$ cat src/rtl/stim_gen.sv
// Pseudo-random beat source on a valid/ready stream. Start to first beat is 1 cycle, then one beat per cycle.
// Beats are held stable while out_ready is low. Optional idle bubbles come from STIM_GEN_BUBBLE_EN.
module stim_gen #(
   parameter int                DATA_W = 32,
   parameter int                CNT_W  = 16,
   parameter logic [DATA_W-1:0] SEED   = 32'h0000_0001,
   parameter logic [DATA_W-1:0] POLY   = 32'h8020_0003
) (
   input  logic              clk,
   input  logic              rst,
   input  logic              start,
   input  logic [CNT_W-1:0]  num_txns,
   output logic              out_valid,
   input  logic              out_ready,
   output logic [DATA_W-1:0] out_data,
   output logic              out_last,
   output logic              busy,
   output logic              done
);

   localparam logic [DATA_W-1:0] SEED_EFF = (SEED == '0) ? {{(DATA_W-1){1'b0}}, 1'b1} : SEED;

   typedef enum logic [1:0] {IDLE, RUN, FIN} state_t;

   state_t            state, state_nxt;
   logic [DATA_W-1:0] lfsr;
   logic [DATA_W-1:0] lfsr_step;
   logic [CNT_W-1:0]  count;
   logic              hs;
   logic              last_beat;

   assign hs        = out_valid && out_ready;
   assign last_beat = (count == {{(CNT_W-1){1'b0}}, 1'b1});
   assign lfsr_step = {1'b0, lfsr[DATA_W-1:1]} ^ (lfsr[0] ? POLY : '0);

   always_ff @(posedge clk) begin
      if (rst) state <= IDLE;
      else     state <= state_nxt;
   end

   always_comb begin
      state_nxt = state;
      case (state)
         IDLE: if (start) state_nxt = (num_txns != '0) ? RUN : FIN;
         RUN:  if (hs && last_beat) state_nxt = FIN;
         FIN:  state_nxt = IDLE;
         default: state_nxt = IDLE;
      endcase
   end

   // The LFSR carries over between runs; only reset reseeds it.
   always_ff @(posedge clk) begin
      if (rst) begin
         lfsr  <= SEED_EFF;
         count <= '0;
      end else begin
         if (state == IDLE && start) count <= num_txns;
         else if (hs)                count <= count - 1'b1;
         if (hs) lfsr <= lfsr_step;
      end
   end

`ifdef STIM_GEN_BUBBLE_EN
   logic [15:0] bub;
   logic        held;

   // held keeps a presented beat asserted so a bubble never withdraws it.
   always_ff @(posedge clk) begin
      if (rst) begin
         bub  <= 16'hACE1;
         held <= 1'b0;
      end else begin
         bub  <= {1'b0, bub[15:1]} ^ (bub[0] ? 16'hB400 : 16'h0000);
         held <= out_valid && !out_ready;
      end
   end

   assign out_valid = (state == RUN) && (held || (bub[1:0] != 2'b00));
`else
   assign out_valid = (state == RUN);
`endif

   assign out_data = lfsr;
   assign out_last = out_valid && last_beat;
   assign busy     = (state == RUN);
   assign done     = (state == FIN);

endmodule

$ cat config.mk
export PLATFORM = sky130hd
export DESIGN_NAME = stim_gen
export DESIGN_NICKNAME = d
export VERILOG_FILES = /design/src/rtl/stim_gen.sv
export SDC_FILE = /design/constraint.sdc
export NUM_CORES = 1
export LEC_CHECK = 0
export CAP_MARGIN = 40
export CELL_PAD_IN_SITES_DETAIL_PLACEMENT = 1
export CELL_PAD_IN_SITES_GLOBAL_PLACEMENT = 2
export CORE_UTILIZATION = 28
export DETAILED_ROUTE_END_ITERATION = 12
export GPL_TIMING_DRIVEN = 0
export PLACE_DENSITY = 0.76
export SLEW_MARGIN = 25
export SYNTH_ARGS = -nofsm -noshare
export SYNTH_HDL_FRONTEND = slang
export SYNTH_SLANG_ARGS = --single-unit
$ cat constraint.sdc
create_clock -name clk -period 2.2 [get_ports clk]
set_input_delay 0.22 -clock clk [delete_from_list [all_inputs] [get_ports clk]]
set_output_delay 0.22 -clock clk [all_outputs]
set_load 0.02 [all_outputs]
==> summary.md, run 1 <==
| Metric | Value |
|---|---|
| Status | `finished clean` |
| Remaining DRCs | `0` |
| Max-cap violations | `0` |
| LEAKAGE | `1.155 nW` |
| Period minus WS final | `between 2000 and 2500 ps` |
| Vias in the first global route | `~2.3k` |
| Netlist cell types | `43` |
| CTS tree | `done` |
| Initial antenna violation count | `0` |
| Iteration-0 DRC Markers | `94` |
| Most frequent cells in the layout | `nand2_1, clkdlybuf4s50_1, dfxtp_1` |
| Placed Area | `3136 sq um` |
| Total GRT Usage | `0.1600` |
| Root buf cell | `clkbuf_8` |
| F_max | `approximately 470 MHz` |
| Starting Density | `0.2939` |
| Largest net degree at the start of global routing | `17` |
| Layout cells sized above 1 | `0.1505` |
| P per Cell Area | `around 600 nW/um^2` |
| Syn_area_per_cell | `around 8.0 sq um` |
| Seq/Total Area, Yosys | `0.4063` |
| Hold Crit Class | `in -> reg` |
| GP Congestion | `between 0.7 and 0.8` |
| Core area | `around 8400 sq um` |
| Hold_ws | `463.4 ps` |
| Die width | `about 96 microns` |
| Num rows | `33` |
| Total Wirelength | `between 6000 and 7000 microns` |
| DIE HEIGHT | `95.80 microns` |
| Synth Warn # | `0` |
| Synth area leaders | `dfxtp_1, nand2_1, buf_4` |
| Number of vias per cell | `just under 5` |
| Startpoint Class | `register` |
| Relative slew slack | `0.6106` |
| Kind of critical path | `reg -> out` |
| Wire per inst | `between 10 and 15 microns` |
| Area grow syn2layout | `32.05%` |
| Worst-path maximum fanout | `7` |
| #FFs+latches synth | `50` |
| Peak VDD IR | `0.3433 mV` |
| Crit end category | `primary output` |
| Fin. Hold Viols | `0` |
| Die area | `between 9000 and 10,000 sq um` |
| Share of the synthesized area in the top cell type | `0.4063` |
| Bufs on Longest Clock Path | `2` |
| Syn_nets | `about 330` |
| Hpwl dp | `between 5000 and 6000 microns` |
| Post-synth top area cell | `dfxtp_1` |
| Drt pass-1 iters | `4` |
| H-tree levels | `2` |
| Critical Path AT | `between 1500 and 2000 ps` |
| Max-slew violation count | `0` |
| Antenna cell count | `0` |
| Port-buffer cells | `54` |
| CTS Sinks | `50` |
| Slew @ Worst Pin | `584.1 ps` |
| DR vias | `2,328` |
| Worst Path Required | `approximately 2000 ps` |
| Synth Instances | `just over 300` |
| CTS Buf Count | `5` |
| Post-Syn Area | `about 2500 sq um` |
| Asr flop ratio synth | `0` |
| Final setup fails | `0` |
| Tcrit/Tclk final | `0.9600` |
| Prevailing post-synth register cell | `dfxtp_1` |
| # nets final | `393` |
| Total power | `between 0.0015 and 0.002 W` |
| Number of I/O pins | `56` |
| Worst skew pair latency | `roughly 310 ps` |
| Post-synth EDFFs | `0` |
| Post-route ant nets | `0` |
| Total gr overflow | `0` |
| Clk slew on worst S/H paths | `~110 ps` |
| Leading cell type in the layout, fill and taps excluded | `nand2_1` |
| Finished Cell Area | `around 3300 sq um` |
| Fin Clk Skew | `about 10 ps` |
| First-pass GRT wire length | `about 11,000 microns` |
cells by family after synthesis:
kind of cell	count (synthesis)	synth area share
buffers and inverters	56	0.1381
AO/OA/AOI/OAI	72	0.1762
AND/OR/NAND/NOR	127	0.2621
flip-flops	50	0.4063
XOR/XNOR	2	0.007112
adder cells (fa/ha/maj)	2	0.01016
stage by stage:
stage               setup TNS [ps]  setup WS, ps  utilization  cells
global route                -52.60        -52.60       0.3881    477
global placement                 0         26.56       0.3741    468
detailed placement               0         39.90       0.3741    468
CTS                              0         30.62       0.3853    476
finish                           0         87.95       0.3881    477
floorplan                        0         540.6            -    309
routing by layer:
metal	wire length, microns	part of all wire	vias to the layer above	track usage
met1	3467	0.51	1123	0.2186
met3	188	0.027	4	0.03002
met5	0	0	-	0
li1	-	-	1172	-
met4	53	0.0077	0	0.02985
met2	3146	0.46	29	0.2637
where the power goes:
| part | leakage [nW] | switching [W] | internal, W |
|---|---|---|---|
| logic | 0.704 | 0.000215 | 0.000166 |
| clock network | 0.0441 | 0.000338 | 0.000225 |
| registers | 0.406 | 0.0000481 | 0.000942 |
| total | 1.15 | 0.000601 | 0.00133 |
sequential cells by signal (all words and copies together) (netlist names):
signal,flops
out_data,32
state,2
count,16
synth_stat cells (2+ instances only):
cell type  number
nor2b_1         2
inv_1           6
nand4_1         8
a211oi_1        2
or4_1           2
nor4_4          2
dfxtp_1        50
nand2b_1        2
buf_2           5
a22oi_1         2
nor4_1          5
nand3b_1        2
a31oi_1        11
nand2_1        70
o311ai_0        3
nor2_1         10
o21ai_0         5
ha_1            2
nand3_1         6
nor3_1          3
a21oi_1        37
or3_1           6
o211ai_1        3
clkbuf_1       13
xnor2_1         2
a2bb2oi_1       2
buf_4          31
o21bai_1        2
path summary, 6_finish.rpt:
check | endpoint | startpoint | cells past startpoint | slack [ps]
hold reg to reg | out_data[18] | out_data[19] | 2 | 480
setup reg to reg | count[12] | count[0] | 6 | 330
hold / removal | count[2] | rst | 4 | 460
setup / recovery | out_last | count[11] | 4 | 90
worst max-delay path, stage by stage (launching register included):
cell and delay [ps]:
dfxtp_1 380, nor4_1 420, nand4_1 280, nor3b_2 230
clkdlybuf4s15_2 280
what timing repair did:
item | 4_1_cts | 5_1_grt
setup buffers | 0 | 1
endpoints found under the hold margin | 0 | 0
resized for setup | 5 | 3
hold buffers | 0 | 0
pin swaps | 0 | 2
endpoints found under the setup margin | 1 | 1
layout make-up:
type | instances | area (sq um)
clock inverters | 3 | 21.27
fillers | 1014 | 5129
inverters | 6 | 22.52
multi-input cells | 203 | 1139
well taps | 105 | 131.4
repair buffers | 55 | 549.3
clock buffers | 5 | 68.82
flip-flops and latches | 50 | 1001
plain buffers | 50 | 320.3
Note: power is estimated with default switching activity, not from simulation.
==> run 2: changes to the inputs <==
SETUP_SLACK_MARGIN = 0.3   (was unset)
==> summary.md, run 2 (same netlist as run 1, synthesis figures left out) <==
| Metric | Value |
|---|---|
| Status | `finished clean` |
| Reg2reg setup slack | `430 ps (+100 ps)` |
| Initial antenna violation count | `0 (unchanged)` |
| Finished Cell Area | `3296 sq um (+1.3%)` |
| GP Congestion | `0.7775 (unchanged)` |
| Reg2Reg Launch Point | `count[0]` |
| Period minus WS final | `1942 ps (-169.7 ps)` |
| Vias in the first global route | `2,273 (+0.13%)` |
| Hpwl dp | `5035 microns (unchanged)` |
| Hold Path End | `count[2]` |
| P per Cell Area | `597.8 nW/um^2 (+0.58%)` |
| DP Cell Count | `468 (unchanged)` |
| Most frequent cells in the layout | `nand2_1, clkdlybuf4s50_1, dfxtp_1` |
| Worst Path Required | `1980 ps (about the same)` |
| Tcrit/Tclk final | `0.8829 (-0.07715)` |
| Worst-path cell chain | `inv_2 > ha_1 > nor4b_4 > nand4_1 > nor3b_2 > buf_4` |
| CP delay by family, top | `simple AND/OR/NAND/NOR gates` |
| RSZ-0062 raised after global routing | `yes` |
| Max incr delay on CP | `360 ps (-60 ps)` |
| # nets final | `396 (+0.76%)` |
| Iteration-0 DRC Markers | `76 (-19%)` |
| Leading cell type in the layout, fill and taps excluded | `nand2_1` |
| Beginning of the worst hold path | `rst` |
| Worst Hold Depth | `4 (unchanged)` |
| Relative slew slack | `0.6183 (+0.007689)` |
| Layer with the highest usage | `met2` |
| Number of vias per cell | `4.827 (-1.1%)` |
| FF-to-FF End | `count[12]` |
| Clk slew on worst S/H paths | `110 ps (about the same)` |
| GR Layer Usage met3 | `0.03002 (unchanged)` |
| Area grow syn2layout | `33.77%` |
| Layout cells sized above 1 | `0.1760 (+0.02546)` |
| Placed Area | `3136 sq um (unchanged)` |
| Total gr overflow | `0 (unchanged)` |
| Fin. Hold Viols | `0 (unchanged)` |
| Buf+Inv Stages, Crit Path | `2 (+1)` |
| Crit path depth | `6 (+2)` |
| Hold Crit Class | `in -> reg` |
| F_max | `514.9 MHz (+8.7%)` |
| CTS Sinks | `50 (unchanged)` |
| Critical Path AT | `1720 ps (-170 ps)` |
| Kind of critical path | `reg -> out` |
| TNS Setup | `0 ps (unchanged)` |
| Non-filler cells, final | `480 (+0.63%)` |
| Fin Clk Skew | `10.80 ps (+0.6701 ps)` |
| FF-to-FF path depth | `6 (unchanged)` |
| CTS Buf Count | `5 (unchanged)` |
| DIE HEIGHT | `95.80 microns (unchanged)` |
| LEAKAGE | `1.194 nW (+3.4%)` |
| Starting Density | `0.2939 (unchanged)` |
| Root buf cell | `clkbuf_8` |
| Num rows | `33 (unchanged)` |
| Startpoint Class | `register` |
| Remaining DRCs | `0 (unchanged)` |
| Peak VDD IR | `0.2718 mV (-21%)` |
| Slowest cell on crit path | `dfxtp_2` |
| Grt met1 use | `0.2196 (+0.0009611)` |
| Largest net degree at the start of global routing | `17 (unchanged)` |
| Total GRT Usage | `0.1604 (+0.0003334)` |
| Max reg flops | `32 (unchanged)` |
| Worst skew pair latency | `310 ps (about the same)` |
| Bufs on Longest Clock Path | `2 (unchanged)` |
| Die area | `9178 sq um (unchanged)` |
| H-tree levels | `2 (unchanged)` |
| Total Wirelength | `7060 microns (+3.0%)` |
| Crit end category | `primary output` |
| DR vias | `2,317 (-0.47%)` |
| Worst-path maximum fanout | `3 (-4)` |
| Wire per inst | `14.71 microns (+2.3%)` |
| Max-slew violation count | `0 (unchanged)` |
| Core area | `8382 sq um (unchanged)` |
| Met2 Use GR | `0.2637 (unchanged)` |
| Total power | `0.001970 W (+1.9%)` |
| Final core utilization | `0.3932 (+0.005075)` |
| Final setup fails | `0 (unchanged)` |
| Port-buffer cells | `54 (unchanged)` |
| Die width | `95.80 microns (unchanged)` |
| Number of I/O pins | `56 (unchanged)` |
| Drt pass-1 iters | `4 (unchanged)` |
| First-pass GRT wire length | `11,380 microns (+0.31%)` |
| Slew @ Worst Pin | `572.6 ps (-11.53 ps)` |
| CTS tree | `done` |
| Post-route ant nets | `0 (unchanged)` |
| Max-cap violations | `0 (unchanged)` |
| Antenna cell count | `0 (unchanged)` |
## run 2: cell types whose count changed in the layout (fill, tap and decap cells not counted), moves of 2 or more
cell             before  now
dfxtp_1              50   46
dfxtp_2               0    4
buf_4                33   37
clkdlybuf4s50_1      53   51
## run 2: worst max-delay path by stage
| stage | slack (ps) | from | to |
|---|---|---|---|
| 3_5_place_dp | 40 | count[4] | out_last |
| 4_1_cts | 250 | count[1] | out_last |
| 5_1_grt | 150 | count[1] | out_last |
| 6_report | 260 | count[1] | out_last |
| 3_3_place_gp | 30 | count[4] | out_last |
| 2_1_floorplan | 540 | count[1] | out_last |
## run 2: final cells by class
type,instances,area (sq um)
fillers,1013,5086
clock buffers,5,68.82
inverters,6,22.52
flip-flops and latches,50,1006
clock inverters,3,21.27
multi-input cells,203,1156
repair buffers,58,569.3
well taps,105,131.4
plain buffers,50,320.3
## run 2: through the flow
stage,setup WS [ps],hold slack [ps]
after floorplan,540.6,370.4
after global placement,26.56,458.6
after detailed placement,39.90,465.5
after CTS,248.7,453.6
after global routing,148.0,477.8
final,257.7,461.6
## run 2: per-layer routing
| metal | vias up | wire (microns) |
|---|---|---|
| li1 | 1174 | - |
| met1 | 1104 | 3557 |
| met2 | 33 | 3262 |
| met4 | 0 | 55 |
| met5 | - | 0 |
| met3 | 6 | 185 |
## run 2: report_power, final
group / internal, W / leakage, nW / switching, W / total (W)
Clock: 0.000225 / 0.0441 / 0.000341 / 0.000566
Combinational: 0.000184 / 0.743 / 0.000222 / 0.000407
Sequential: 0.000944 / 0.408 / 0.0000537 / 0.000998
## run 2: what timing repair did
item                                    CTS  global route
cloned                                    0             0
setup buffers                             0             4
endpoints found under the setup margin    3             5
resized for setup                        12             8
hold buffers                              0             0
pin swaps                                 3             4
## run 2: worst reg2reg max path, stage by stage (launching register included)
cell and delay, ps:
dfxtp_2 350, inv_1 100, ha_1 200, nor3b_4 250
nand3_1 210, or4_1 450, a31oi_1 140
==> run 3: changes to the inputs <==
CORE_UTILIZATION = 38   (was 28)
DONT_BUFFER_PORTS = 1   (was unset)
PLACE_DENSITY = 0.8   (was 0.76)
clock period = 2.35 ns   (was 2.2 ns; I/O delays follow)
==> summary.md, run 3 (same netlist as run 1, synthesis figures left out) <==
| Metric | Value |
|---|---|
| Hpwl dp | `4565 microns (-9.3%)` |
| Iteration-0 DRC Markers | `97 (+28%)` |
| Worst-path maximum fanout | `3 (unchanged)` |
| DP Cell Count | `384 (-18%)` |
| Period minus WS final | `approximately 2000 ps` |
| DR vias | `2,131 (-8.0%)` |
| Hold_ws | `62.44 ps (-399.2 ps)` |
| Buf+Inv Stages, Crit Path | `1 (-1)` |
| CTS Buf Count | `5 (unchanged)` |
| Bufs on Longest Clock Path | `2 (unchanged)` |
| Vias in the first global route | `2,020 (-11%)` |
| Slew @ Worst Pin | `555.1 ps (-17.48 ps)` |
| Status | `finished clean` |
| Final core utilization | `0.4429 (+0.04975)` |
| H-tree levels | `2 (unchanged)` |
| Relative slew slack | `0.6299 (+0.01166)` |
| Number of vias per cell | `5.422 (+12%)` |
| Hold Path End | `count[9]` |
| Drt pass-1 iters | `4 (unchanged)` |
| Worst Hold Depth | `2 (-2)` |
| CTS Sinks | `50 (unchanged)` |
| LEAKAGE | `0.9683 nW (-19%)` |
| Tcrit/Tclk final | `0.8280` |
| Max reg flops | `32 (unchanged)` |
| Remaining DRCs | `0 (unchanged)` |
| Total GRT Usage | `0.1979 (+0.03755)` |
| Kind of critical path | `reg -> out` |
| Max-cap violations | `0 (unchanged)` |
| Number of I/O pins | `56 (unchanged)` |
| RSZ-0062 raised after global routing | `no` |
| FF-to-FF End | `count[12]` |
| Non-filler cells, final | `393 (-18%)` |
| Post-route ant nets | `0 (unchanged)` |
| DIE HEIGHT | `82.52 microns (-14%)` |
| Root buf cell | `clkbuf_8` |
| First-pass GRT wire length | `9949 microns (-13%)` |
| Most frequent cells in the layout | `nand2_1, dfxtp_1, a21oi_1` |
| Largest net degree at the start of global routing | `16 (-1)` |
| Leading cell type in the layout, fill and taps excluded | `nand2_1` |
| Slowest cell on crit path | `dfxtp_1` |
| Beginning of the worst hold path | `num_txns[9]` |
| Port-buffer cells | `0 (-100%)` |
| Worst skew pair latency | `310 ps (about the same)` |
| CTS tree | `done` |
| Core area | `6096 sq um (-27%)` |
| Initial antenna violation count | `0 (unchanged)` |
| Max-slew violation count | `0 (unchanged)` |
| Layout cells sized above 1 | `0.1761 (about the same)` |
| Reg2reg setup slack | `460 ps (+30 ps)` |
| GP Congestion | `0.7561 (-2.8%)` |
| Fin Clk Skew | `8.617 ps (-2.181 ps)` |
| Max incr delay on CP | `360 ps (about the same)` |
| Total gr overflow | `0 (unchanged)` |
| P per Cell Area | `659.4 nW/um^2 (+10%)` |
| Critical Path AT | `1710 ps (about the same)` |
| Crit end category | `primary output` |
| Wire per inst | `16.20 microns (+10%)` |
| Total Wirelength | `6367 microns (-9.8%)` |
| Startpoint Class | `register` |
| Fin. Hold Viols | `0 (unchanged)` |
| # nets final | `339 (-14%)` |
| Hold Crit Class | `in -> reg` |
| Peak VDD IR | `0.3329 mV (+22%)` |
| Area grow syn2layout | `9.599%` |
| Reg2Reg Launch Point | `count[0]` |
| TNS Setup | `0 ps (unchanged)` |
| Final setup fails | `0 (unchanged)` |
| Die area | `6810 sq um (-26%)` |
| Cts hold-fix bufs | `0 (unchanged)` |
| Starting Density | `0.4041 (+0.1102)` |
| FF-to-FF path depth | `6 (unchanged)` |
| F_max | `about 510 MHz` |
| Antenna cell count | `0 (unchanged)` |
| Num rows | `28 (-15%)` |
| Worst-path cell chain | `inv_1 > ha_1 > nor4b_4 > nand4_1 > nor3b_4` |
| Die width | `82.52 microns (-14%)` |
| Worst Path Required | `2120 ps (+140 ps)` |
| Clk slew on worst S/H paths | `100 ps (about the same)` |
| CP delay by family, top | `simple AND/OR/NAND/NOR gates` |
## run 3: area by class of cell
cell class                 count  area (sq um)
buffer                        50         320.3
clock buffer                   6         82.58
clock inverter                 2         12.51
fill                         761          3396
inverter                       6         22.52
multi-input combinational    203          1160
sequential                    50          1001
tap                           75         93.84
timing repair buffer           1         7.507
## run 3: worst reg2reg max path, delay by kind of cell (launching register included)
kind                       cells  cell delay, ps
DFF                            1             360
buffers and inverters          1             130
and+or+nand+nor                3             990
adders and majority gates      1             210
AOI/OAI and AO/OA              1             130
## run 3: metal layers
| metal | global-route usage | part of all wire | routed length (microns) | vias to the layer above |
|---|---|---|---|---|
| met1 | 0.2673 | 0.48 | 3078 | 1015 |
| met4 | 0.07241 | 0.015 | 97 | 0 |
| met3 | 0.03297 | 0.046 | 295 | 9 |
| li1 | - | - | - | 1062 |
| met2 | 0.3165 | 0.45 | 2895 | 45 |
| met5 | 0 | 0 | 0 | - |
## run 3: metrics by stage
step                setup WS, ps  power [W]  cell area (sq um)
floorplan                  675.6   0.001162               2464
global placement           457.8   0.001236               2557
detailed placement         426.9   0.001239               2557
CTS                        345.7   0.001787               2670
global route               283.7   0.001875               2700
finish                     404.3   0.001780               2700
## run 3: power breakdown
group          internal [W]  switching, W  leakage [nW]
Combinational      0.000119      0.000186         0.515
Clock              0.000237      0.000305        0.0472
Sequential         0.000882     0.0000522         0.406
## run 3: how the worst max path moves through the flow
stage	endpoint	startpoint	slack [ps]	depth (start not counted)
detailed placement	out_last	count[1]	430	5
finish	out_last	count[1]	400	5
floorplan	out_last	count[1]	680	5
global route	out_last	count[1]	280	5
CTS	out_last	count[4]	350	4
global placement	out_last	count[1]	460	5
## run 3: repair_timing
action	4_1_cts	5_1_grt
endpoints found under the setup margin	1	1
resized for setup	3	4
buffers inserted	0	1
pin swaps	2	3
